### src/rtl/mac_rx_pkg.sv
// mac_rx_pkg: shared states, framing bytes, error codes and CRC-32 constants for mac_rx_parser.
package mac_rx_pkg;
    typedef enum logic [1:0] {IDLE, PRE, DATA, DROP} state_e;
    localparam logic [7:0] PREAMBLE_BYTE = 8'h55;
    localparam logic [7:0] SFD_BYTE = 8'hD5;
    localparam logic [2:0] ERR_NONE = 3'd0;
    localparam logic [2:0] ERR_RUNT = 3'd1;
    localparam logic [2:0] ERR_OVERSIZE = 3'd2;
    localparam logic [2:0] ERR_OVERFLOW = 3'd3;
    localparam logic [2:0] ERR_PHY = 3'd4;
    localparam logic [2:0] ERR_CRC = 3'd5;
    localparam logic [31:0] CRC_POLY = 32'h04C11DB7;
    localparam logic [31:0] CRC_INIT = 32'hFFFFFFFF;
    localparam logic [31:0] CRC_RESIDUE = 32'hC704DD7B;
endpackage

### src/rtl/crc32_d8.sv
// crc32_d8: combinational CRC-32 update for one byte, data bits fed LSB first into an MSB-first register.
module crc32_d8
    import mac_rx_pkg::*;
(
    input  logic [31:0] crc_i,
    input  logic [7:0]  data_i,
    output logic [31:0] crc_o
);
    always_comb begin
        crc_o = crc_i;
        for (int i = 0; i < 8; i++)
            crc_o = {crc_o[30:0], 1'b0} ^ ((crc_o[31] ^ data_i[i]) ? CRC_POLY : 32'h0);
    end
endmodule

### src/rtl/mac_rx_parser.sv
// mac_rx_parser: strips preamble/SFD, forwards DA..FCS bytes to the RX FIFO and flags frame status.
// Define MAC_RX_CRC_CHECK_EN to add FCS checking (err_code 5 on residue mismatch).
module mac_rx_parser
    import mac_rx_pkg::*;
#(
    parameter int MIN_LEN = 64,
    parameter int MAX_LEN = 1518,
    parameter int LEN_W   = 11
) (
    input  logic             clk,
    input  logic             rst_n,
    input  logic             rx_dv,
    input  logic             rx_er,
    input  logic [7:0]       rxd,
    input  logic             fifo_full,
    output logic [7:0]       fifo_data,
    output logic             fifo_wr_en,
    output logic             frame_done,
    output logic             frame_err,
    output logic [2:0]       err_code,
    output logic [LEN_W-1:0] frame_len
);
    state_e state_q, state_d;
    logic [LEN_W-1:0] cnt_q, cnt_d, len_q, len_d, cnt_inc;
    logic [7:0] data_q, data_d;
    logic wr_q, wr_d, done_q, done_d, err_q, err_d, abort, crc_bad;
    logic [2:0] code_q, code_d;

    // Counter saturates so an absurdly long frame can never wrap into a legal length.
    assign cnt_inc = (cnt_q == '1) ? cnt_q : cnt_q + 1'b1;
    assign abort = rx_er || fifo_full || (cnt_inc > LEN_W'(MAX_LEN));

`ifdef MAC_RX_CRC_CHECK_EN
    logic [31:0] crc_q, crc_d, crc_nxt;
    crc32_d8 u_crc (.crc_i(crc_q), .data_i(rxd), .crc_o(crc_nxt));
    assign crc_d = (state_q == PRE && rxd == SFD_BYTE) ? CRC_INIT :
                   (state_q == DATA && rx_dv) ? crc_nxt : crc_q;
    assign crc_bad = crc_q != CRC_RESIDUE;
    always_ff @(posedge clk or negedge rst_n)
        if (!rst_n) crc_q <= CRC_INIT;
        else crc_q <= crc_d;
`else
    assign crc_bad = 1'b0;
`endif

    always_comb begin
        state_d = state_q;
        cnt_d = cnt_q;
        len_d = len_q;
        data_d = data_q;
        code_d = code_q;
        wr_d = 1'b0;
        done_d = 1'b0;
        err_d = 1'b0;
        case (state_q)
            IDLE: if (rx_dv) state_d = (rxd == PREAMBLE_BYTE) ? PRE : DROP;
            PRE: begin
                if (!rx_dv) state_d = IDLE;
                else if (rxd == SFD_BYTE) begin
                    state_d = DATA;
                    cnt_d = '0;
                end else if (rxd != PREAMBLE_BYTE) state_d = DROP;
            end
            DATA: begin
                if (rx_dv) begin
                    cnt_d = cnt_inc;
                    if (abort) begin
                        state_d = DROP;
                        err_d = 1'b1;
                        len_d = cnt_inc;
                        code_d = rx_er ? ERR_PHY : fifo_full ? ERR_OVERFLOW : ERR_OVERSIZE;
                    end else begin
                        wr_d = 1'b1;
                        data_d = rxd;
                    end
                end else begin
                    state_d = IDLE;
                    len_d = cnt_q;
                    if (cnt_q < LEN_W'(MIN_LEN)) begin
                        err_d = 1'b1;
                        code_d = ERR_RUNT;
                    end else if (crc_bad) begin
                        err_d = 1'b1;
                        code_d = ERR_CRC;
                    end else done_d = 1'b1;
                end
            end
            default: if (!rx_dv) state_d = IDLE;
        endcase
    end

    always_ff @(posedge clk or negedge rst_n) begin
        if (!rst_n) begin
            state_q <= IDLE;
            cnt_q <= '0;
            len_q <= '0;
            data_q <= '0;
            code_q <= ERR_NONE;
            wr_q <= 1'b0;
            done_q <= 1'b0;
            err_q <= 1'b0;
        end else begin
            state_q <= state_d;
            cnt_q <= cnt_d;
            len_q <= len_d;
            data_q <= data_d;
            code_q <= code_d;
            wr_q <= wr_d;
            done_q <= done_d;
            err_q <= err_d;
        end
    end

    assign fifo_data = data_q;
    assign fifo_wr_en = wr_q;
    assign frame_done = done_q;
    assign frame_err = err_q;
    assign err_code = code_q;
    assign frame_len = len_q;
endmodule

### config.mk
export PLATFORM = sky130hd
export DESIGN_NAME = mac_rx_parser
export DESIGN_NICKNAME = d
export VERILOG_FILES = /design/src/rtl/mac_rx_pkg.sv /design/src/rtl/crc32_d8.sv /design/src/rtl/mac_rx_parser.sv
export SDC_FILE = /design/constraint.sdc
export NUM_CORES = 1
export LEC_CHECK = 0
export BUFFER_PORTS_ARGS = -buffer_cell sky130_fd_sc_hd__buf_2
export CORE_ASPECT_RATIO = 0.75
export CORE_MARGIN = 1.5
export CORE_UTILIZATION = 52
export DETAILED_ROUTE_END_ITERATION = 7
export PLACE_DENSITY = 0.85
export REMOVE_ABC_BUFFERS = 1
export SLEW_MARGIN = 20
export SYNTH_ARGS = -nofsm -noshare
export SYNTH_HDL_FRONTEND = slang
export SYNTH_SLANG_ARGS = --single-unit
### constraint.sdc
create_clock -name clk -period 2.85 [get_ports clk]
set_input_delay 0.57 -clock clk [delete_from_list [all_inputs] [get_ports clk]]
set_output_delay 0.57 -clock clk [all_outputs]
set_load 0.01 [all_outputs]
## Word level (Yosys, flattened, before mapping)

Cells that the tools add are included.
Widths: inputs -> output; s select.

| operators by class | value |
|---|---|
| add/sub/neg operators | 1 |
| magnitude comparators | 2 |
| eq/ne operators | 14 |
| mux-type cells | 31 |
| bitwise gates (word level) | 1 |
| reduce and logical (&&, ||, !) cells | 10 |

Operator list:

| kind | number |
|---|---|
| $mux 11 | 6 |
| $pmux 11 s2 | 1 |
| $mux 2 | 8 |
| $mux 3 | 4 |
| $add 11x1->11 const B | 1 |
| $eq 11x11->1 const B | 1 |
| $gt 11x11->1 const B | 1 |
| $lt 11x7->1 const B | 1 |
| $mux 1 | 11 |
| $eq 8x7->1 const B | 1 |
| $eq 8x8->1 const B | 1 |
| $ne 2x2->1 const B | 4 |
| $ne 8x7->1 const B | 1 |
| $reduce_and 4->1 | 2 |
| $pmux 2 s3 | 1 |
| $reduce_and 3->1 | 2 |
| $ne 4x1->1 const B | 1 |
| $ne 4x4->1 const B | 1 |
| $reduce_bool 2->1 | 2 |
| $ne 3x3->1 const B | 1 |
| $eq 2x1->1 const B | 1 |
| $eq 2x2->1 const B | 1 |
| $logic_not 2->1 | 1 |
| $logic_or 1x1->1 | 2 |
| 3 further kinds | 3 |

| storage, ports and cells | value |
|---|---|
| register bits | 38 |
| bits of input ports | 13 |
| logic and storage cells | 67 |

## Logic depth before layout (Yosys ltp)

Gate-level depths: netlist of run 1.

| logic depth | value |
|---|---|
| depth in word-level cells | 7 |
| gate-level depth with buffers | 10 |
| depth with buffers taken out | 7 |

## Worst setup path before layout of run 1

OpenSTA, ideal clock, no wires.

| timing | value |
|---|---|
| path type | reg-to-reg |
| start | register cnt_q[0] |
| end | register data_q[0], in the netlist fifo_data[0] |
| arrival | 2.587 ns |
| setup slack | 0.139 ns |
| stages on the path, launching flop included | 10 |
| path buffers | 2 |
| path through | dfrtp_1 -> ha_1 -> buf_2 -> nand4_2 -> or3_1 -> buf_2 -> a311oi_2 -> nor3_1 -> a211oi_4 -> mux2_2 |

| on the way | value |
|---|---|
| word-level cells in the longest chain between the ends | 6 |

Ends and longest elaborated chain:

| what | line | text |
|---|---|---|
| start, declared | mac_rx_parser.sv:24 | `logic [LEN_W-1:0] cnt_q, cnt_d, len_q, len_d, cnt_inc;` |
| start signal, assigned | mac_rx_parser.sv:104 | `cnt_q <= cnt_d;` |
| $add 11x1->11 or $eq 11x11->1 (tied branches) | mac_rx_parser.sv:30 | `assign cnt_inc = (cnt_q == '1) ? cnt_q : cnt_q + 1'b1;` |
| $mux 11 (*) | mac_rx_parser.sv:30 |  |
| $gt 11x11->1 (*) | mac_rx_parser.sv:31 | `assign abort = rx_er \|\| fifo_full \|\| (cnt_inc > LEN_W'(MAX_LEN));` |
| $logic_or 1x1->1 (*) | mac_rx_parser.sv:31 |  |
| $not 1->1 (no line) (*) | n/a |  |
| $reduce_and 3->1 (no line) (*) | n/a |  |
| end signal, assigned | mac_rx_parser.sv:106 | `data_q <= data_d;` |
| end, declared | mac_rx_parser.sv:25 | `logic [7:0] data_q, data_d;` |

Every way passes the cells marked *; elsewhere a longest branch is shown, timed or not.
A chain may end at the register's enable or synchronous reset.

## Worst setup path after layout of run 1

| timing | value |
|---|---|
| start | register cnt_q[3] |
| end | register data_q[3], in the netlist fifo_data[3] |

Same word-level chain as after synthesis.

==> results of run 1 <==
-- worst max-delay path by stage --
stage	from	endpoint	slack [ns]	depth (start not counted)
final	cnt_q[3]$_DFFE_PN0P_	fifo_data[3]$_DFFE_PN0P_	0.16	7
after global routing	cnt_q[3]$_DFFE_PN0P_	fifo_data[3]$_DFFE_PN0P_	0.07	7
after CTS	cnt_q[3]$_DFFE_PN0P_	fifo_data[3]$_DFFE_PN0P_	0.22	7
after detailed placement	rx_er	fifo_data[6]$_DFFE_PN0P_	0.08	7
after global placement	rx_er	fifo_data[3]$_DFFE_PN0P_	0.12	7
after floorplan	rx_er	fifo_data[0]$_DFFE_PN0P_	-0.08	5
-- worst register-to-register path, cell delays in order (launching register included) --
cell      delay, ns
dfrtp_1        0.56
nand4_2        0.33
or3_1          0.45
a311oi_2       0.29
nor3_1         0.14
a211oi_4       0.30
buf_12         0.16
mux2_2         0.33
-- power by group through the flow --
stage	Clock (uW)	Combinational [uW]	Sequential, uW
after floorplan	0	234	736
after global placement	0	466	703
after detailed placement	0	481	709
after CTS	356	484	699
after global routing	373	530	711
final	351	489	701
-- cells by family after synthesis --
group | count (synthesis) | synth area share (%)
simple gates | 100 | 21.2
buf+inv | 40 | 6.76
compound gates | 83 | 22.5
xor+xnor | 5 | 1.74
mux | 23 | 9.59
flops | 38 | 37.8
fa+ha+maj | 1 | 0.497
-- area by class of cell --
type	instances	area, um2	share of cell area, %
Timing Repair Buffer	66	415	14.0
Multi-Input combinational cell	212	1400	47.1
Sequential cell	38	951	32.0
Tap cell	57	71.3	2.40
Clock inverter	2	10.0	0.337
Clock buffer	5	68.8	2.32
Inverter	15	56.3	1.90
-- sequential cells by signal (all words and copies together) (netlist names) --
register    cells
cnt_q          11
frame_len      11
fifo_data       8
err_code        3
state_q         2
fifo_wr_en      1
frame_done      1
frame_err       1
-- through the flow --
step / utilization, % / setup slack, ns / cell area [um2] / TNS (ns)
2_1_floorplan: - / -0.0783 / 2400 / -0.606
3_3_place_gp: 63.6 / 0.123 / 2890 / 0
3_5_place_dp: 63.6 / 0.0843 / 2890 / 0
4_1_cts: 65.3 / 0.215 / 2970 / 0
5_1_grt: 65.3 / 0.0703 / 2970 / 0
6_report: 65.3 / 0.162 / 2970 / 0
-- layout by cell type (no fill, tap or decap), types with 10 or more instances in the layout --
cell type / n
inv_1: 14
nand3_1: 23
a31oi_1: 14
dfrtp_1: 38
a21oi_1: 12
nor2_1: 21
mux2i_1: 14
buf_2: 37
buf_4: 28
nand2_1: 15
nor3_1: 10
o21ai_0: 19
-- routing by layer --
layer / global-route usage, % / vias to the layer above / share of wire (%)
li1: - / 1175 / -
met5: 0 / - / 0
met1: 39.3 / 1195 / 44
met2: 40.7 / 161 / 44
met4: 8.33 / 0 / 1.5
met3: 6.42 / 19 / 11
==> flow_summary.toml, run 1 <==
[outcome]
outcome = "finished clean"

[final_layout]
fin_cells = 395
fill_cells = 374
nNetsFinal = 352
area_delta_synth_final_pct = 17.9
diodes = 0
drive_above_1_share_pct = 26.0

[worst_setup_path]
r2r-end = "fifo_data[3]$_DFFE_PN0P_"
critical_path.top_delay_family = "simple AND/OR/NAND/NOR gates"
end_kind = "flip-flop"
cp_num_buf_inv = 1
rr_startpoint = "cnt_q[3]$_DFFE_PN0P_"
crit_fanout = 11
worstPathRequired_ns = 3.03
critPathArrivalTime_ns = 2.86
path_cells = "nand4_2 -> or3_1 -> a311oi_2 -> nor3_1 -> a211oi_4 -> buf_12 -> mux2_2"
regToRegSetupSlack_ns = 0.16
r2r_cells = 7
crit_path_start_kind = "flip-flop"
cp_slowest_stage_delay_ns = 0.56
cp_slowest_cell = "dfrtp_1"
worstSetupPathType = "reg -> reg"

[die]
start_util_pct = 55.4
coreArea_um2 = 4550
io_pins = 38
std_cell_rows = 21
die_h_um = 63.3
die_area_um2 = 5270
fp.dieW_um = 83.4

[global_routing]
grt_remaining_overflow = 0
antenna_found_initial = 0
grt_max_degree = 39
grt_pass1_wl_um = 11600
grt_pass1_vias = 2411
globalRouteTotalUtil_pct = 27.2

[clock_tree]
cts-hold-fix-buffers = 0
cts_tree = "yes"
cts_made_buffers = 5
ctsResizeCount = 0
path_clk_slew_ns = 0.07
htree_levels = 2
cts_root_buffer = "clkbuf_8"
clkLatencyLatePin_ns = 0.29
post_cts_buffers = 0
clockBufferDepth = 2
clkSinkCount = 38

[detailed_routing]
ant_nets = 0
drcViolationCount = 0
post_drt_wl_per_cell_um = 17.4
detailroute.via_count = 2550
dr.pass1.iters = 7
routed_wl_um = 6880
drt_first_iter_violations = 317
via_per_inst = 6.46

[placement]
port_buffers = 37
gp_routability_congestion = 0.944
hpwl_um = 4990
post-place-cells = 388

[power]
seq_power_share_pct = 45.5
swShare_pct = 34.7
p_int_uw = 1010
p_leak_uw = 0.00138
power_switching_uw = 534
peakVddDrop_mv = 0.353
totalPowerFinal_uw = 1540
p_comb_share_pct = 31.7
pwr-share-clk_pct = 22.8
power_density_nw_per_um2 = 519

[synth]
ys_seq_area_share_pct = 37.8
synth_area_leaders = "dfrtp_1, mux2i_1, nand3_1"
synth_commonest_cells = "dfrtp_1, nand3_1, nor2_1"
synth_top_area_cell = "dfrtp_1"
synthesis.area_um2 = 2520
yosysWarnings = 0
syn_area_per_cell_um2 = 8.69
synthFlopType = "dfrtp_1"
async_reset_ff_share_pct = 100
netlist.area_leader.share_pct = 37.8
synth_edf_count = 0
synth_cells = 290
synth.most_common_cell = "dfrtp_1"
synth-seq-cells = 38
synth_cell_type_count = 54

[timing]
tightest_slew_ns = 0.809
rsz0062_at_grt = "false"
holdWs_ns = 0.366
slew_violations = 0
maxSlewHeadroom_pct = 46.0
period_share_pct = 94.3
setup_violations = 0
period_needed_ns = 2.69
skew_ns = 0.00462
hold_viol_final = 0
fmax_ghz = 0.372

[job]
cap_violations = 0

[worst_hold_path]
hp-class = "in -> async"
Note: power is estimated with default switching activity, not from simulation.
==> inputs of run 2 (changes only) <==
--- a/config.mk
+++ b/config.mk
@@ -8,9 +8,10 @@
 export BUFFER_PORTS_ARGS = -buffer_cell sky130_fd_sc_hd__buf_2
 export CORE_ASPECT_RATIO = 0.75
 export CORE_MARGIN = 1.5
-export CORE_UTILIZATION = 52
+export CORE_UTILIZATION = 53
+export CTS_BUF_LIST = sky130_fd_sc_hd__clkbuf_4
 export DETAILED_ROUTE_END_ITERATION = 7
-export PLACE_DENSITY = 0.85
+export PLACE_DENSITY = 0.86
 export REMOVE_ABC_BUFFERS = 1
 export SLEW_MARGIN = 20
 export SYNTH_ARGS = -nofsm -noshare
==> run 2 against run 1 <==
Setup slack worse by 0.0075 ns. Combinational power decreased by 5.7%. Register-to-register slack barely moved. Cell count decreased by 0.51%. Sequential power grew 0.6%. Clock skew grew 0.0052 ns. Clock power decreased by 22%.
==> flow_summary.toml, run 2 (synthesis results as in run 1) <==
[worst_setup_path]
end_kind = "flip-flop"
worstSetupPathType = "reg -> reg"
cp_num_buf_inv = 2
cp_slowest_cell = "or4_1"
worstPathRequired_ns = 3.11
critical_path_depth = 9
rr_startpoint = "cnt_q[1]$_DFFE_PN0P_"
regToRegSetupSlack_ns = 0.15
critical_path.top_delay_family = "simple AND/OR/NAND/NOR gates"
path_cells = "ha_1 -> nand4_2 -> buf_4 -> nor2_1 -> or4_1 -> and3_1 -> a211oi_4 -> buf_12 -> mux2_2"
cp_slowest_stage_delay_ns = 0.57
critical_path.endpoint = "fifo_data[5]$_DFFE_PN0P_"
crit_fanout = 10
startpoint = "cnt_q[1]$_DFFE_PN0P_"
r2r-end = "fifo_data[5]$_DFFE_PN0P_"
crit_path_start_kind = "flip-flop"
r2r_cells = 9
critPathArrivalTime_ns = 2.95

[clock_tree]
clkSinkCount = 38
cts-hold-fix-buffers = 0
ctsResizeCount = 0
cts_tree = "yes"
cts_made_buffers = 5
clockBufferDepth = 2
htree_levels = 2
clkLatencyLatePin_ns = 0.36
cts_root_buffer = "clkbuf_4"
post_cts_buffers = 0
path_clk_slew_ns = 0.11

[global_routing]
grt_max_degree = 39
grt_pass1_wl_um = 10900
antenna_found_initial = 0
grt_pass1_vias = 2260
grt_remaining_overflow = 0
globalRouteTotalUtil_pct = 27.8

[detailed_routing]
dr.pass1.iters = 5
via_per_inst = 6.36
post_drt_wl_per_cell_um = 17.0
drt_first_iter_violations = 262
routed_wl_um = 6690
drcViolationCount = 0
detailroute.via_count = 2501
ant_nets = 0

[placement]
hpwl_um = 4830
post-place-cells = 386
port_buffers = 37
gp_routability_congestion = 0.963

[power]
peakVddDrop_mv = 0.327
p_leak_uw = 0.00136
power_density_nw_per_um2 = 492

[final_layout]
fin_cells = 393
diodes = 0
layout_common_cells = "dfrtp_1, buf_2, buf_4, nand3_1, nor2_1"
nNetsFinal = 350
drive_above_1_share_pct = 25.6
layout_commonest_cell = "dfrtp_1"
area_delta_synth_final_pct = 16.1

[timing]
maxSlewHeadroom_pct = 43.1
fmax_ghz = 0.371
slew_violations = 0
rsz0062_at_grt = "false"
skew_ns = 0.00985
setup_tns_ns = 0
period_share_pct = 94.6
hold_viol_final = 0
tightest_slew_ns = 0.853
period_needed_ns = 2.70
setup_violations = 0

[die]
coreArea_um2 = 4520
die_area_um2 = 5180
io_pins = 38
start_util_pct = 55.7
die_h_um = 62.7
fp.dieW_um = 82.6
std_cell_rows = 21

[worst_hold_path]
hp-class = "in -> async"

[outcome]
outcome = "finished clean"

[job]
cap_violations = 0
[run 2: changes by cell type in the layout (fill, tap and decap cells not counted)]
cell and delta:
clkbuf_8 -5, clkbuf_4 +5, buf_4 -2
[run 2: layout make-up]
cell class	count	area, um2
Timing Repair Buffer	64	400
Fill cell	382	1600
Tap cell	57	71.3
Sequential cell	38	951
Clock buffer	5	37.5
Inverter	15	56.3
Multi-Input combinational cell	212	1400
Clock inverter	2	10.0
[run 2: worst min-delay path by stage]
stage | from | end | slack (ns) | depth (start not counted)
2_1_floorplan | rst_n | cnt_q[0]$_DFFE_PN0P_ | 0.27 | 0
4_1_cts | rst_n | frame_len[2]$_DFFE_PN0P_ | 0.33 | 1
3_3_place_gp | fifo_data[7]$_DFFE_PN0P_ | fifo_data[7]$_DFFE_PN0P_ | 0.47 | 1
3_5_place_dp | fifo_data[7]$_DFFE_PN0P_ | fifo_data[7]$_DFFE_PN0P_ | 0.49 | 1
5_1_grt | rst_n | fifo_data[1]$_DFFE_PN0P_ | 0.38 | 1
6_report | rst_n | frame_len[0]$_DFFE_PN0P_ | 0.30 | 1
[run 2: power breakdown]
group / switching [uW] / internal (uW) / total [uW]
clock network: 185 / 88.7 / 274
registers: 80.5 / 624 / 705
logic: 254 / 207 / 461
total: 520 / 920 / 1440
[run 2: routing by layer]
| layer | wire length, um | share of wire [%] | vias to the layer above | GRT usage [%] |
|---|---|---|---|---|
| li1 | - | - | 1174 | - |
| met5 | 0 | 0 | - | 0 |
| met1 | 2960 | 44 | 1179 | 40.2 |
| met2 | 2970 | 44 | 136 | 39.4 |
| met4 | 122 | 1.8 | 0 | 9.58 |
| met3 | 632 | 9.5 | 12 | 7.88 |
[run 2: per-stage QoR]
step / hold WS, ns / util (%) / setup WS [ns] / total power [uW] / instance area [um2]
6_report: 0.304 / 64.7 / 0.155 / 1440 / 2920
3_3_place_gp: 0.470 / 63.6 / 0.124 / 1160 / 2880
3_5_place_dp: 0.486 / 63.6 / 0.0394 / 1170 / 2880
4_1_cts: 0.329 / 64.7 / 0.167 / 1450 / 2920
5_1_grt: 0.375 / 64.7 / 0.0283 / 1530 / 2920
2_1_floorplan: 0.274 / - / -0.0783 / 970 / 2400
==> inputs of run 3 (changes only) <==
--- a/config.mk
+++ b/config.mk
@@ -5,7 +5,7 @@
 export SDC_FILE = /design/constraint.sdc
 export NUM_CORES = 1
 export LEC_CHECK = 0
-export BUFFER_PORTS_ARGS = -buffer_cell sky130_fd_sc_hd__buf_2
+export BUFFER_PORTS_ARGS = -buffer_cell sky130_fd_sc_hd__buf_4
 export CORE_ASPECT_RATIO = 0.75
 export CORE_MARGIN = 1.5
 export CORE_UTILIZATION = 53
==> run 3 against run 2 <==
Setup slack lost 0.011 ns. Utilization grew 2.5 points. Fmax shrank 0.40%. Clock-buffer cell count is the same. Cell area grew 3.9%. Hold slack lost 0.15 ns. Sequential share of layout area shrank 1.2 points. Non-clock buffer count grew 3. Wire length shrank 1.4%. Largest power group unchanged. Clock skew grew 0.0025 ns.
==> flow_summary.toml, run 3 (synthesis results as in run 1) <==
[worst_setup_path]
cp_slowest_stage_delay_ns = 0.54
critical_path.top_delay_family = "simple AND/OR/NAND/NOR gates"
rr_startpoint = "cnt_q[5]$_DFFE_PN0P_"
end_kind = "flip-flop"
critical_path.endpoint = "fifo_data[4]$_DFFE_PN0P_"
critPathArrivalTime_ns = 2.94
critical_path_depth = 7
worstPathRequired_ns = 3.08
r2r-end = "fifo_data[4]$_DFFE_PN0P_"
path_cells = "nand4_2 -> or3_1 -> a311oi_2 -> nor3_1 -> a211oi_4 -> buf_12 -> mux2_2"
worstSetupPathType = "reg -> reg"
crit_path_start_kind = "flip-flop"
startpoint = "cnt_q[5]$_DFFE_PN0P_"
regToRegSetupSlack_ns = 0.14
cp_num_buf_inv = 1
cp_slowest_cell = "dfrtp_1"
r2r_cells = 7
crit_fanout = 10

[timing]
maxSlewHeadroom_pct = 69.1
holdWs_ns = 0.151
fmax_ghz = 0.370
period_share_pct = 95.0
tightest_slew_ns = 0.460
hold_viol_final = 0
layout_setup_ws_ns = 0.144
setup_violations = 0
rsz0062_at_grt = "false"
period_needed_ns = 2.71
skew_ns = 0.0124
slew_violations = 0

[die]
die_area_um2 = 5180
std_cell_rows = 21
fp.dieW_um = 82.6
die_h_um = 62.7
io_pins = 38
start_util_pct = 55.7
coreArea_um2 = 4520

[clock_tree]
clockBufferDepth = 2
cts_tree = "yes"
clkSinkCount = 38
clkLatencyLatePin_ns = 0.35
path_clk_slew_ns = 0.12
cts-hold-fix-buffers = 0
ctsResizeCount = 0
htree_levels = 2
cts_root_buffer = "clkbuf_4"
cts_made_buffers = 5
post_cts_buffers = 0

[power]
peakVddDrop_mv = 0.308
pwr-share-clk_pct = 18.0
seq_power_share_pct = 46.7
power_density_nw_per_um2 = 493
swShare_pct = 35.1
p_leak_uw = 0.00140
power_switching_uw = 526
p_int_uw = 972
p_comb_share_pct = 35.3

[global_routing]
grt_remaining_overflow = 0
grt_max_degree = 39
globalRouteTotalUtil_pct = 27.1
antenna_found_initial = 0
grt_pass1_wl_um = 10800
grt_pass1_vias = 2201

[final_layout]
layout_common_cells = "buf_4, dfrtp_1, nand3_1, nor2_1, o21ai_0"
diodes = 0
area_delta_synth_final_pct = 20.7
final_util_pct = 67.2
fill_cells = 368
drive_above_1_share_pct = 26.3
fin_area_um2 = 3040
layout_commonest_cell = "buf_4"
nNetsFinal = 353

[detailed_routing]
ant_nets = 0
drcViolationCount = 0
dr.pass1.iters = 4
post_drt_wl_per_cell_um = 16.6
via_per_inst = 6.21
drt_first_iter_violations = 168
detailroute.via_count = 2459
routed_wl_um = 6590

[outcome]
outcome = "finished clean"

[placement]
dpl-instance-area_um2 = 2990
gp_routability_congestion = 0.966
port_buffers = 37
hpwl_um = 4830
pre_cts_slack_ns = 0.0704

[worst_hold_path]
hp-class = "in -> async"

[job]
cap_violations = 0
## run 3: cell count changes in the layout (fill, tap and decap cells not counted)
cell / before / now
buf_2: 37 / 0
buf_4: 26 / 66
## run 3: how the worst min path moves through the flow
stage	depth (start not counted)	to
floorplan	0	cnt_q[0]$_DFFE_PN0P_
detailed placement	1	fifo_data[7]$_DFFE_PN0P_
finish	1	frame_len[3]$_DFFE_PN0P_
global route	1	frame_len[0]$_DFFE_PN0P_
CTS	1	frame_len[3]$_DFFE_PN0P_
global placement	1	fifo_data[7]$_DFFE_PN0P_
## run 3: power groups by stage
stage               Sequential, uW  Clock, uW  Combinational (uW)
finish                         699        270                 529
global route                   711        303                 580
CTS                            698        274                 526
detailed placement             709          0                 522
global placement               703          0                 511
floorplan                      736          0                 234
## run 3: routing by layer
layer	track usage, %	routed length (um)	up-vias
met1	41.0	3160	1154
met5	0	0	-
met2	38.5	2840	113
li1	-	-	1178
met4	8.33	103	0
met3	5.40	485	14
## run 3: cell type report
cell class	instances	area, um2	share of cell area, %
multi-input cells	212	1400	46.0
clock inverters	2	10.0	0.329
repair buffers	67	515	17.0
well taps	57	71.3	2.35
flip-flops and latches	38	951	31.3
inverters	15	56.3	1.85
clock buffers	5	37.5	1.24
## run 3: stage by stage
step | TNS [ns] | instances | power [uW]
4_1_cts | 0 | 396 | 1500
3_5_place_dp | 0 | 389 | 1230
2_1_floorplan | -0.606 | 265 | 970
6_report | 0 | 396 | 1500
5_1_grt | 0 | 396 | 1590
3_3_place_gp | 0 | 389 | 1210
